`config.mk`:
```
export PLATFORM = sky130hd
export DESIGN_NAME = oam_dma_ctrl
export DESIGN_NICKNAME = d
export VERILOG_FILES = /design/src/rtl/oam_dma_ctrl_pkg.sv /design/src/rtl/oam_dma_bus_mux.sv /design/src/rtl/oam_dma_ctrl.sv
export SDC_FILE = /design/constraint.sdc
export NUM_CORES = 1
export LEC_CHECK = 0
export ABC_AREA = 1
export CAP_MARGIN = 10
export CORE_MARGIN = 4
export CORE_UTILIZATION = 44
export CTS_BUF_LIST = sky130_fd_sc_hd__clkbuf_8
export DETAILED_ROUTE_END_ITERATION = 10
export GPL_ROUTABILITY_DRIVEN = 1
export PLACE_DENSITY = 0.85
export RECOVER_POWER = 100
export SLEW_MARGIN = 20
export SYNTH_ARGS = -nofsm -noshare
export SYNTH_HDL_FRONTEND = slang
export SYNTH_SLANG_ARGS = --single-unit
```
`constraint.sdc`:
```
create_clock -name clk -period 1.5 [get_ports clk]
set_input_delay 0.3 -clock clk [delete_from_list [all_inputs] [get_ports clk]]
set_output_delay 0.3 -clock clk [all_outputs]
set_load 0.01 [all_outputs]
```
`src/rtl/oam_dma_ctrl_pkg.sv`:
```
// oam_dma_ctrl_pkg: shared address constants, index width and FSM state type for the OAM DMA controller.
// ALIGN only exists when OAM_DMA_ALIGN_EN is defined.
package oam_dma_ctrl_pkg;
  localparam logic [15:0] DEFAULT_DMA_REG_ADDR = 16'h4014;
  localparam logic [15:0] DEFAULT_OAM_DATA_ADDR = 16'h2004;
  localparam int IDX_WIDTH = 8;
  typedef enum logic [2:0] {
    IDLE,
    HALT,
`ifdef OAM_DMA_ALIGN_EN
    ALIGN,
`endif
    READ,
    WRITE
  } dma_state_t;
endpackage

```
`src/rtl/oam_dma_bus_mux.sv`:
```
// oam_dma_bus_mux: hands the memory bus to the CPU in IDLE and to the DMA FSM otherwise.
module oam_dma_bus_mux import oam_dma_ctrl_pkg::*; #(
  parameter int ADDR_WIDTH = 16,
  parameter int REG_WIDTH = 8,
  parameter logic [ADDR_WIDTH-1:0] OAM_DATA_ADDR = ADDR_WIDTH'(DEFAULT_OAM_DATA_ADDR)
) (
  input  dma_state_t             state,
  input  logic [ADDR_WIDTH-1:0]  cpu_addr,
  input  logic [REG_WIDTH-1:0]   cpu_dout,
  input  logic                   cpu_r_w_n,
  input  logic [REG_WIDTH-1:0]   page,
  input  logic [IDX_WIDTH-1:0]   index,
  input  logic [REG_WIDTH-1:0]   data_q,
  output logic [ADDR_WIDTH-1:0]  bus_addr,
  output logic [REG_WIDTH-1:0]   bus_dout,
  output logic                   bus_r_w_n,
  output logic                   rdy,
  output logic                   dma_busy
);
  logic idle, rd, wr;
  always_comb begin
    idle = state == IDLE;
    rd = state == READ;
    wr = state == WRITE;
    // HALT and ALIGN fall through to a dummy read of whatever the CPU is addressing
    bus_addr = idle ? cpu_addr : wr ? OAM_DATA_ADDR : rd ? ADDR_WIDTH'({page, index}) : cpu_addr;
    bus_dout = idle ? cpu_dout : data_q;
    bus_r_w_n = idle ? cpu_r_w_n : !wr;
    rdy = idle;
    dma_busy = !idle;
  end
endmodule

```
`src/rtl/oam_dma_ctrl.sv`:
```
// oam_dma_ctrl: halts the CPU and copies one 256-byte page to the OAM data port.
// OAM_DMA_ALIGN_EN adds a parity flop and an ALIGN cycle when HALT lands on an odd cycle.
module oam_dma_ctrl import oam_dma_ctrl_pkg::*; #(
  parameter int ADDR_WIDTH = 16,
  parameter int REG_WIDTH = 8,
  parameter logic [ADDR_WIDTH-1:0] DMA_REG_ADDR = ADDR_WIDTH'(DEFAULT_DMA_REG_ADDR),
  parameter logic [ADDR_WIDTH-1:0] OAM_DATA_ADDR = ADDR_WIDTH'(DEFAULT_OAM_DATA_ADDR)
) (
  input  logic                  clk,
  input  logic                  reset,
  input  logic [ADDR_WIDTH-1:0] cpu_addr,
  input  logic [REG_WIDTH-1:0]  cpu_dout,
  input  logic                  cpu_r_w_n,
  input  logic [REG_WIDTH-1:0]  bus_din,
  output logic [ADDR_WIDTH-1:0] bus_addr,
  output logic [REG_WIDTH-1:0]  bus_dout,
  output logic                  bus_r_w_n,
  output logic                  rdy,
  output logic                  dma_busy,
  output logic                  dma_done
);
  dma_state_t state, state_n;
  logic [REG_WIDTH-1:0] page, data_q;
  logic [IDX_WIDTH-1:0] index;
  logic trigger, last;
  assign trigger = !cpu_r_w_n && cpu_addr == DMA_REG_ADDR;
  assign last = index == '1;
`ifdef OAM_DMA_ALIGN_EN
  logic parity;
  always_ff @(posedge clk) parity <= reset ? 1'b0 : !parity;
`endif
  always_comb begin
    state_n = state;
    case (state)
      IDLE:  state_n = trigger ? HALT : IDLE;
`ifdef OAM_DMA_ALIGN_EN
      HALT:  state_n = parity ? ALIGN : READ;
      ALIGN: state_n = READ;
`else
      HALT:  state_n = READ;
`endif
      READ:  state_n = WRITE;
      WRITE: state_n = last ? IDLE : READ;
      default: state_n = IDLE;
    endcase
  end
  always_ff @(posedge clk) begin
    if (reset) begin
      state <= IDLE;
      page <= '0;
      index <= '0;
      data_q <= '0;
      dma_done <= 1'b0;
    end else begin
      state <= state_n;
      dma_done <= state == WRITE && last;
      if (state == IDLE && trigger) begin
        page <= cpu_dout;
        index <= '0;
      end
      if (state == READ) data_q <= bus_din;
      // index never carries into page; the transfer simply ends at 8'hFF
      if (state == WRITE && !last) index <= index + 1'b1;
    end
  end
  oam_dma_bus_mux #(
    .ADDR_WIDTH(ADDR_WIDTH),
    .REG_WIDTH(REG_WIDTH),
    .OAM_DATA_ADDR(OAM_DATA_ADDR)
  ) u_mux (
    .state(state),
    .cpu_addr(cpu_addr),
    .cpu_dout(cpu_dout),
    .cpu_r_w_n(cpu_r_w_n),
    .page(page),
    .index(index),
    .data_q(data_q),
    .bus_addr(bus_addr),
    .bus_dout(bus_dout),
    .bus_r_w_n(bus_r_w_n),
    .rdy(rdy),
    .dma_busy(dma_busy)
  );
endmodule

```
### After elaboration in Yosys (flattened, before gate mapping)

Cells that the tools add are included.

* bits in registers: 28
* input bits: 35
* output and inout port bits: 28
* logic and storage cells: 31

* add/sub/neg operators: 1
* equal/unequal tests: 5
* muxes and demuxes: 10
* reduce and logical (&&, ||, !) cells: 10

Operator list (count)
* $mux 16: 3
* $mux 8: 3
* $eq 16x15->1 const B: 1
* $add 8x1->8 const B: 1
* $eq 8x8->1 const B: 1
* $pmux 2 s4: 1
* $eq 3x2->1 const B: 2
* $logic_and 1x1->1: 4
* $logic_not 1->1: 4
* $eq 3x1->1 const B: 1
* $logic_not 3->1: 1
* $mux 1: 2
* $mux 2: 1
* $reduce_bool 2->1: 1

### Logic depth before layout (Yosys ltp)

* depth in word-level cells: 5
* depth in mapped cells: 8
* depth with buffers taken out: 8

### By module

Synthesis repeated with hierarchy kept, for this count alone.

* cells, all modules: 277
* area, all modules: 1651.6 µm²

By module, submodules not included
* oam_dma_ctrl: times used 1, cells each 184, area each 1241.2 µm², seq. area each 540.5 µm²
* oam_dma_bus_mux: times used 1, cells each 93, area each 410.4 µm², seq. area each 0.0 µm²

### Worst setup path after synthesis

OpenSTA, ideal clock, no wires.

* path kind: register to output
* start: register state[1]
* end: output port bus_addr[0]
* data arrival time: 1.025 ns
* data required time: 1.200 ns
* slack: 0.175 ns
* cell stages (with the launch flop): 6
* buffers on the path: 1
* path through: dfxtp_1 -> inv_2 -> nor2_4 -> inv_2 -> buf_2 -> o22ai_1

* cells in the longest elaborated chain, start to end: 4
* elaborated cells on any way between the ends: 6
* classes of those cells: eq/ne: 2; mux: 3; reduce/logical: 1

RTL lines
* start: declaration: RTL line oam_dma_ctrl.sv:22 `dma_state_t state, state_n;`
* start signal: assignment: RTL line oam_dma_ctrl.sv:55 `state <= state_n;`
* $eq 3x2->1: RTL line oam_dma_bus_mux.sv:23 `rd = state == READ;`
* $mux 16 (2 in a row): RTL line oam_dma_bus_mux.sv:26 `bus_addr = idle ? cpu_addr : wr ? OAM_DATA_ADDR : rd ? ADDR_WIDTH'({page, index}) : cpu_addr;`
* $mux 16 *: RTL line oam_dma_bus_mux.sv:26
* end: declaration: RTL line oam_dma_ctrl.sv:15 `output logic [ADDR_WIDTH-1:0] bus_addr,`

Mark *: on every way between the ends. The rest lies on a longest branch, timed or not.

### Worst setup path in the final report

* start: register state[1]
* end: output port bus_addr[6]

Same word-level chain as after synthesis.

==> results.py <==
metrics = {
    "status": {
        "status": "finished with violations",
        "violations": "negative setup slack",
    },
    "cts": {
        "ctsHoldBuffers": 0,
        "clock-sinks": 27,
        "cts.htree.levels": 1,
        "cts_root_buf": "clkbuf_8",
        "clk_pin_slew_ns": 0.10,
        "cts_buffers": 3,
        "cts_tree": "done",
        "clockBufferDepth": 2,
        "clk_latency_ns": 0.28,
    },
    "global_routing": {
        "grt_first_pass_wirelength_um": 8493,
        "grt_max_degree": 21,
        "grt_overflow": 0,
        "grtUsageTotal": 0.2509,
        "first_global_vias": 1835,
        "antenna_found_initial": 0,
    },
    "critical_path": {
        "critPathRequiredTime_ns": 1.20,
        "path_common_cell": "inv_4",
        "cp_num_buf_inv": 4,
        "path_delay_family": "buffers and inverters",
        "cp-endpoint": "bus_addr[6]",
        "crit_type": "reg -> out",
        "crit_chain": "inv_4 -> nor2_4 -> inv_4 -> buf_6 -> o22ai_1 -> buf_2",
        "max_stage_delay_ns": 0.41,
        "critPathLaunch": "state[1]$_SDFF_PP0_",
        "worst_path_max_delay_cell": "dfxtp_4",
        "rr_worst_depth": 8,
        "worstReg2RegStart": "state[1]$_SDFF_PP0_",
        "cp-end-kind": "output port",
        "cp_num_cells": 6,
        "r2r-end": "page[5]$_SDFFE_PP0P_",
        "arrival_ns": 1.40,
        "crit_fanout": 6,
        "worstSetupStartpointType": "register",
        "rrSetupSlack_ns": -0.12,
    },
    "floorplan": {
        "rows": 20,
        "die_h_um": 65.95,
        "core-area_sq_mm": 0.003128,
        "die_w_um": 65.95,
        "start_util": 0.4724,
        "die-area_sq_mm": 0.004349,
        "io_pins": 63,
    },
    "min_path": {
        "hold_class": "reg -> reg",
        "holdPathStages": 2,
    },
    "finish": {
        "fin_cells": 367,
        "syn_to_final_growth_pct": 75.70,
        "final_core_util": 0.8300,
        "postLayoutCellArea_sq_mm": 0.002596,
        "final_common_cell": "nor2_1",
        "finish.net_count": 360,
        "drive_gt1_frac": 0.3622,
        "layout_common_cells": "nor2_1, clkdlybuf4s50_1, nand2_1",
        "num_antenna_cells": 0,
    },
    "routing": {
        "postRouteAntennaNets": 0,
        "drcViolationCount": 0,
        "wl_um": 6535,
        "route.vias.total": 2075,
        "wl_per_cell_um": 17.81,
        "drtPass1Iterations": 4,
        "drt_iter0_markers": 233,
        "viasPerCell": 5.654,
    },
    "power": {
        "p_leak_nw": 1.203,
        "ir_drop_mv": 0.5503,
        "powerDensity_mw_per_mm2": 542.1,
    },
    "place": {
        "post_dp_cell_area_sq_mm": 0.002287,
        "dp.cells": 348,
        "gp_congestion": 0.7944,
        "port_buffers": 62,
        "dp_hpwl_um": 3490,
        "dp_worst_setup_slack_ns": -0.3218,
    },
    "logic_synthesis": {
        "ys_types": 26,
        "synth_top_area_frac": 0.3658,
        "ys_top_cells_by_area": "dfxtp_1, nand2_1, nor2_1",
        "syn-cell-area_sq_mm": 0.001478,
        "yosysTopAreaCell": "dfxtp_1",
        "ys_warn_count": 0,
        "syn_avg_cell_area_sq_um": 6.481,
        "synth_cells": 228,
        "ys_ff_latch": 27,
        "yosysSeqAreaShare": 0.3658,
        "synth_nets": 264,
    },
    "sta": {
        "skew_ns": 0.002817,
        "hold_viol": 0,
        "setup_ws_ns": -0.2037,
        "tightest_slew_ns": 0.2862,
        "relSlewSlack": 0.8088,
        "timing.fmax_mhz": 587.0,
        "final-setup-viol-count": 40,
        "rsz0062_at_grt": "true",
        "fin_crit_sh": 1.136,
        "setup_tns_ns": -4.091,
        "slew_violations": 0,
        "period_needed_ns": 1.704,
    },
    "run": {
        "drv_cap": 0,
    },
}
==> sequential cells by signal (all words and copies together), names as in the netlist <==
register and flops:
data_q 8, page 8, dma_done 1, state 2, index 8
==> cell families after synthesis <==
family | after synthesis | synth area share
simple gates | 118 | 0.3412
compound gates | 47 | 0.1863
buf+inv | 35 | 0.09822
flops | 27 | 0.3658
fa+ha+maj | 1 | 0.008466
==> how the worst min path moves through the flow <==
stage	end	slack [ns]	startpoint
after floorplan	page[7]$_SDFFE_PP0P_	0.43	cpu_dout[7]
after global placement	page[7]$_SDFFE_PP0P_	0.46	page[7]$_SDFFE_PP0P_
after detailed placement	page[0]$_SDFFE_PP0P_	0.47	page[0]$_SDFFE_PP0P_
after CTS	page[2]$_SDFFE_PP0P_	0.50	page[2]$_SDFFE_PP0P_
after global routing	page[4]$_SDFFE_PP0P_	0.52	page[4]$_SDFFE_PP0P_
final	page[2]$_SDFFE_PP0P_	0.50	page[2]$_SDFFE_PP0P_
==> synth_stat cells, drive strengths merged <==
cell type / number
nand2: 52
nor2: 47
dfxtp: 27
inv: 26
o21ai: 25
nand3: 17
a21oi: 10
buf: 6
o22ai: 6
a22o: 5
clkbuf: 2
clkinv: 1
ha: 1
nand3b: 1
nor3: 1
o211ai: 1
==> power by group <==
part / switching, mW / total [mW] / internal (mW)
Clock: 0.239 / 0.426 / 0.187
Combinational: 0.117 / 0.269 / 0.152
Sequential: 0.0000165 / 0.713 / 0.713
==> metrics by stage <==
step	power [mW]	hold WS [ns]
after global placement	0.9963	0.4643
after floorplan	0.8101	0.4342
after detailed placement	1.000	0.4748
after CTS	1.371	0.4965
final	1.407	0.5000
after global routing	1.455	0.5167
==> area by class of cell <==
cell class,instances,area [sq um]
multi-input combinational,169,1012
timing repair buffer,96,813.3
sequential,27,548.0
fill,166,531.8
inverter,27,121.4
tap,44,55.05
clock buffer,3,41.29
clock inverter,1,5.005
==> worst reg2reg max path, stage by stage (launching register included) <==
cell	delay, ns
dfxtp_4	0.39
buf_4	0.20
nor2_1	0.13
nand2_1	0.09
nor2_4	0.21
buf_4	0.16
nand3_4	0.09
o21ai_1	0.18
nor2_1	0.06
==> metal layers <==
metal / up-vias / GRT usage / share of wire
met5: - / 0 / 0
met4: 0 / 0.1066 / 0.033
met3: 28 / 0.03061 / 0.086
met2: 148 / 0.4368 / 0.49
met1: 967 / 0.3091 / 0.39
li1: 932 / - / -
==> timing repair <==
| item | 4_1_cts | 5_1_grt |
|---|---|---|
| pin swaps | 6 | 7 |
| gates resized for setup | 130 | 60 |
| buffers inserted | 10 | 3 |
| cloned | 0 | 3 |
| setup endpoints to repair | 35 | 44 |
Note: power is estimated with default switching activity, not from simulation.
